$ cat config.mk
export PLATFORM = sky130hd
export DESIGN_NAME = nrst_sequencer
export DESIGN_NICKNAME = d
export VERILOG_FILES = /design/src/rtl/nrst_seq_pkg.sv /design/src/rtl/nrst_sequencer_timer.sv /design/src/rtl/nrst_sequencer.sv
export SDC_FILE = /design/constraint.sdc
export NUM_CORES = 1
export LEC_CHECK = 0
export CORE_AREA = 3 3 58 60
export CTS_BUF_LIST = sky130_fd_sc_hd__clkbuf_16
export CTS_CLUSTER_DIAMETER = 150
export DETAILED_ROUTE_END_ITERATION = 16
export DIE_AREA = 0 0 61 63
export PLACE_DENSITY = 0.6
export SETUP_SLACK_MARGIN = 0.05
export SLEW_MARGIN = 20
export SYNTH_ARGS = -nofsm -noshare
export SYNTH_HDL_FRONTEND = slang
export SYNTH_HIERARCHICAL = 1
export SYNTH_SLANG_ARGS = --single-unit
$ cat constraint.sdc
create_clock -name CLK_I -period 2.6 [get_ports CLK_I]
set_input_delay 0.52 -clock CLK_I [delete_from_list [all_inputs] [get_ports CLK_I]]
set_output_delay 0.52 -clock CLK_I [all_outputs]
set_load 0.02 [all_outputs]
$ cat src/rtl/nrst_seq_pkg.sv
// Shared types and width helpers for the multi-domain reset sequencer.
package nrst_seq_pkg;

    typedef enum logic [1:0] {
        ST_HOLD,
        ST_RELEASE,
        ST_RUN
    } seq_state_t;

    function automatic int max_int(input int a, input int b);
        return (a > b) ? a : b;
    endfunction

    // Wide enough to hold the larger of the two terminal counts.
    function automatic int cnt_width(input int min_assert, input int release_gap);
        return $clog2(max_int(min_assert, release_gap) + 1);
    endfunction

endpackage

$ cat src/rtl/nrst_sequencer_timer.sv
// Up-counter with clear and a terminal-count compare against a runtime limit.
// Shared by the minimum-assert hold and the inter-channel release gap.
module rst_release_timer #(
    parameter int W = 4
) (
    input  logic         CLK_I,
    input  logic         NRST_I,
    input  logic         clr,
    input  logic         en,
    input  logic [W-1:0] limit,
    output logic         tc
);

    logic [W-1:0] cnt;
    logic [W:0]   cnt_inc;

    // Terminal count fires on the edge where the count would reach the limit.
    assign cnt_inc = {1'b0, cnt} + (W + 1)'(1);
    assign tc      = en && (cnt_inc == {1'b0, limit});

    always_ff @(posedge CLK_I or negedge NRST_I) begin
        if (!NRST_I) begin
            cnt <= '0;
        end else if (clr || tc) begin
            cnt <= '0;
        end else if (en) begin
            cnt <= cnt_inc[W-1:0];
        end
    end

endmodule

$ cat src/rtl/nrst_sequencer.sv
// Reset sequencer: async assert, synchronised release, minimum hold, then
// per-channel release in index order with a fixed gap. SRST_I re-runs it.
module nrst_sequencer
    import nrst_seq_pkg::*;
#(
    parameter int STAGES      = 2,
    parameter int CHANNELS    = 4,
    parameter int MIN_ASSERT  = 8,
    parameter int RELEASE_GAP = 16
) (
    input  logic                CLK_I,
    input  logic                NRST_I,
    input  logic                SRST_I,
    output logic [CHANNELS-1:0] NRST_O,
    output logic                DONE_O
);

    localparam int CNT_W = cnt_width(MIN_ASSERT, RELEASE_GAP);
    localparam int IDX_W = $clog2(CHANNELS + 1);

    if (STAGES < 2) begin : g_bad_stages
        $error("nrst_sequencer: STAGES must be >= 2");
    end
    if (CHANNELS < 1) begin : g_bad_channels
        $error("nrst_sequencer: CHANNELS must be >= 1");
    end
    if (MIN_ASSERT < 1) begin : g_bad_min_assert
        $error("nrst_sequencer: MIN_ASSERT must be >= 1");
    end
    if (RELEASE_GAP < 1) begin : g_bad_release_gap
        $error("nrst_sequencer: RELEASE_GAP must be >= 1");
    end

    logic [STAGES-1:0]   sync_q;
    logic                rst_ok;
    seq_state_t          state_q, state_n;
    logic [CHANNELS-1:0] nrst_q, nrst_n;
    logic                done_q, done_n;
    logic [IDX_W-1:0]    idx_q, idx_n;
    logic                timer_clr, timer_en, timer_tc;
    logic [CNT_W-1:0]    timer_limit;

    always_ff @(posedge CLK_I or negedge NRST_I) begin
        if (!NRST_I) begin
            sync_q <= '0;
        end else begin
            sync_q <= {sync_q[STAGES-2:0], 1'b1};
        end
    end

    assign rst_ok = sync_q[STAGES-1];

    // Timer controls depend only on registered state, keeping tc loop-free.
    assign timer_clr   = SRST_I;
    assign timer_en    = rst_ok && !SRST_I && (state_q != ST_RUN);
    assign timer_limit = (state_q == ST_RELEASE) ? CNT_W'(RELEASE_GAP) : CNT_W'(MIN_ASSERT);

    rst_release_timer #(
        .W (CNT_W)
    ) u_timer (
        .CLK_I  (CLK_I),
        .NRST_I (NRST_I),
        .clr    (timer_clr),
        .en     (timer_en),
        .limit  (timer_limit),
        .tc     (timer_tc)
    );

    always_ff @(posedge CLK_I or negedge NRST_I) begin
        if (!NRST_I) begin
            state_q <= ST_HOLD;
            nrst_q  <= '0;
            done_q  <= 1'b0;
            idx_q   <= '0;
        end else begin
            state_q <= state_n;
            nrst_q  <= nrst_n;
            done_q  <= done_n;
            idx_q   <= idx_n;
        end
    end

    always_comb begin
        state_n = state_q;
        nrst_n  = nrst_q;
        done_n  = done_q;
        idx_n   = idx_q;
        if (SRST_I) begin
            state_n = ST_HOLD;
            nrst_n  = '0;
            done_n  = 1'b0;
            idx_n   = '0;
        end else if (rst_ok) begin
            case (state_q)
                ST_HOLD: begin
                    if (timer_tc) begin
                        nrst_n[0] = 1'b1;
                        idx_n     = IDX_W'(1);
                        if (CHANNELS == 1) begin
                            done_n  = 1'b1;
                            state_n = ST_RUN;
                        end else begin
                            state_n = ST_RELEASE;
                        end
                    end
                end
                ST_RELEASE: begin
                    if (timer_tc) begin
                        for (int i = 0; i < CHANNELS; i++) begin
                            if (idx_q == IDX_W'(i)) begin
                                nrst_n[i] = 1'b1;
                            end
                        end
                        idx_n = idx_q + IDX_W'(1);
                        if (idx_q == IDX_W'(CHANNELS - 1)) begin
                            done_n  = 1'b1;
                            state_n = ST_RUN;
                        end
                    end
                end
                ST_RUN: begin
                end
                default: begin
                    state_n = ST_HOLD;
                end
            endcase
        end
    end

    assign NRST_O = nrst_q;
    assign DONE_O = done_q;

endmodule

==> summary.md <==
| Metric | Value |
|---|---|
| DP Worst Slack | 0.0729 ns |
| CTS tree | built |
| Sequential share of the synthesized area | 0.397 |
| DR DRC count | 0 |
| N_diodes | 0 |
| Final worst slack | 0.257 ns |
| Seq cells post-synth | 16 |
| Clock sinks | 16 |
| Postcts setup bufs | 0 |
| Max-Cap Viols | 0 |
| Hold path depth | 0 |
| Power Density | 487 nW/µm² |
| Via count | 713 |
| Slew Limit Fails | 0 |
| Yosys Warn Count | 6 |
| Io pins | 8 |
| All-Layer GR Usage | 0.122 |
| Setup TNS | 0 ns |
| Outcome | complete, no violations |
| Post-synthesis average cell area | 10.5 µm² |
| Crit path max fanout | 6 |
| Top_reg_cell synth | dfrtp_1 |
| Fmax | 0.427 GHz |
| Crit Path Category | register to register |
| Wire length per cell | 13.0 µm |
| Area occupied by multi-input gates | 554 µm² |
| DRT Wirelength | 1.87 mm |
| Hold_buf cts | 0 |
| CP arrival | 2.51 ns |
| Async SR Flop Fraction | 1.00 |
| Largest net degree at the start of global routing | 19 |
| Synth Instances | 96 |
| Hold Startpoint | sync_q[0] |
| Worst Path Required | 2.76 ns |
| Cell variety after synth | 35 |
| Fill cells | 299 |
| Worst Hold Class | register to register |
| H-Tree Level Count | 1 |
| CP cell instances | or2b_1 -> inv_1 -> xor2_1 -> or4b_1 -> nand3_2 -> and2_1 -> and3b_1 -> mux2i_1 |
| Post-synth EDFFs | 0 |
| Die footprint | 3840 µm² |
| Number of global-route vias before repair | 734 |
| Final Setup Violations | 0 |
| Initial Util | 0.339 |
| Synthesized area | 1010 µm² |
| R2R depth | 8 |
| CTS Buffer Depth | 2 |
| Antenna violations before repair | 0 |
| CTS Buf Count | 3 |
| Number of I/O port buffers | 7 |
| Reg-to-reg setup timing slack | 0.26 ns |
| # resized after CTS | 0 |
| First-pass GRT wire length | 3.56 mm |
| Worst setup EP type | register |
| Register Area | 400 µm² |
| Gpl congestion | 0.772 |
| Worst path max stage delay | 0.49 ns |
| CP bufs+invs | 1 |
| Clock Pin Slew Worst Setup and Hold Paths | 0.05 ns |
| Later-pin clock latency in the skew report | 0.24 ns |
| Layout area overhead | 20.2% |
| WHS Endpoint | sync_q[1] |
| Total grt overflow | 0 |
| Core Region | 2980 µm² |
| RSZ-0062 raised after global routing | false |
| Final cell count without fillers | 144 |
| Minimum clock period | 2.34 ns |
| Min Hold Slack | 0.346 ns |
| Slowest CP cell | or4b_1 |
| VDD IR max | 0.207 mV |
| Measured slew at the worst slew-check pin | 0.755 ns |
| Layout Nets | 121 |
| Die X | 61 µm |
| Crit start category | register |
| Leak Pwr | 0.532 nW |
| Routed Antenna Nets | 0 |
| Via density | 4.95 |
| Iter 0 DRT Violations | 14 |
| # rows | 20 |
| Die height | 63 µm |
| Endpoints failing hold | 0 |
| Max-slew headroom | 0.495 |
| First-pass iteration count of the detailed router | 4 |
| DP Wirelength | 1.39 mm |
| Fraction of layout cells with a size suffix above 1 | 0.108 |
| Dpl cells | 140 |
| R2R Path End | idx_q[2] |
| Kind of cell adding the most delay to the critical path | simple AND/OR/NAND/NOR gates |
| Clk_skew | 0.00125 ns |
| R2R Path Start | state_q[1] |
| Final period util | 0.901 |
| Clk root buf | clkbuf_16 |
-- how the worst max path moves through the flow --
| stage | startpoint | to | slack, ns | depth (start not counted) |
|---|---|---|---|---|
| after floorplan | SRST_I | idx_q[2] | 0.31 | 9 |
| after global placement | SRST_I | idx_q[2] | 0.13 | 8 |
| after detailed placement | SRST_I | idx_q[2] | 0.07 | 8 |
| after CTS | state_q[1] | idx_q[2] | 0.22 | 8 |
| after global routing | state_q[1] | idx_q[2] | 0.08 | 8 |
| final | state_q[1] | idx_q[2] | 0.26 | 8 |
-- metal layers --
layer / wire, µm / vias to the layer above / global-route usage
li1: - / 360 / -
met1: 904 / 340 / 0.175
met2: 881 / 10 / 0.175
met3: 63 / 3 / 0.0331
met4: 22 / 0 / 0.0407
met5: 0 / - / 0
-- report_power, final --
part | total (mW) | internal, mW | leakage [nW] | switching [mW]
clock | 0.298 | 0.204 | 0.0385 | 0.0941
sequential | 0.257 | 0.253 | 0.218 | 0.00403
combinational | 0.0351 | 0.0148 | 0.275 | 0.0204
-- cells in the mapped netlist, types with 2 or more instances --
library cell	number	area (µm²)
buf_6	2	22.5
nand2b_1	3	18.8
mux2i_1	3	30.0
nand2_1	3	11.3
dfrtp_1	16	400
a41o_1	2	20.0
or3b_1	2	17.5
a21oi_1	2	10.0
conb_1	2	7.51
nand4_1	2	12.5
xor2_1	4	35.0
or2b_1	4	30.0
xnor2_1	5	43.8
nor2b_1	5	31.3
nor2_1	2	7.51
inv_1	8	30.0
a211oi_1	6	45.0
o32ai_1	2	17.5
and2_1	2	12.5
ha_1	6	75.1
-- worst reg2reg max path, delay by kind of cell (launching register included) --
kind,cells,cell delay [ns]
xor+xnor,1,0.08
buf+inv,1,0.09
flops,1,0.42
mux,1,0.24
simple gates,5,1.44
-- per-stage QoR --
step / power, mW / area [µm²] / util
6_report: 0.590 / 1210 / 0.407
5_1_grt: 0.614 / 1210 / 0.407
4_1_cts: 0.600 / 1210 / 0.407
3_5_place_dp: 0.297 / 1130 / 0.381
3_3_place_gp: 0.296 / 1130 / 0.381
2_1_floorplan: 0.281 / 1020 / -
-- sequential cells by signal (all words and copies together), names as in the netlist --
signal	cells
NRST_O	3
sync_q	2
state_q	2
u_timer/cnt	5
DONE_O	1
idx_q	3
-- logic make-up (layout without fill, tap and decap cells) --
logic type | after synthesis | after routing | share of synthesized area
compound gates | 17 | 17 | 0.144
mux | 3 | 3 | 0.0298
flops | 16 | 16 | 0.397
simple gates | 30 | 30 | 0.201
other cells | 2 | 6 | 0.00745
xor+xnor | 9 | 9 | 0.0782
buf+inv | 13 | 24 | 0.0682
fa+ha+maj | 6 | 6 | 0.0744
-- cell type report --
cell class                 count  share of cell area
multi-input combinational     71               0.457
sequential                    16               0.330
timing repair buffer          12              0.0888
clock buffer                   3              0.0619
tap                           33              0.0341
inverter                       8              0.0248
clock inverter                 1             0.00310
-- cells in the final DEF (no fill, tap or decap), types with 3 or more instances in the layout --
cell             count
nand2_1              3
nand2b_1             3
xnor2_1              5
buf_4                5
dfrtp_1             16
xor2_1               4
conb_1               6
nor2b_1              5
clkdlybuf4s50_1      7
or2b_1               4
ha_1                 6
inv_1                8
clkbuf_16            3
a211oi_1             6
mux2i_1              3
No activity file was read; power rests on OpenSTA's default activity.
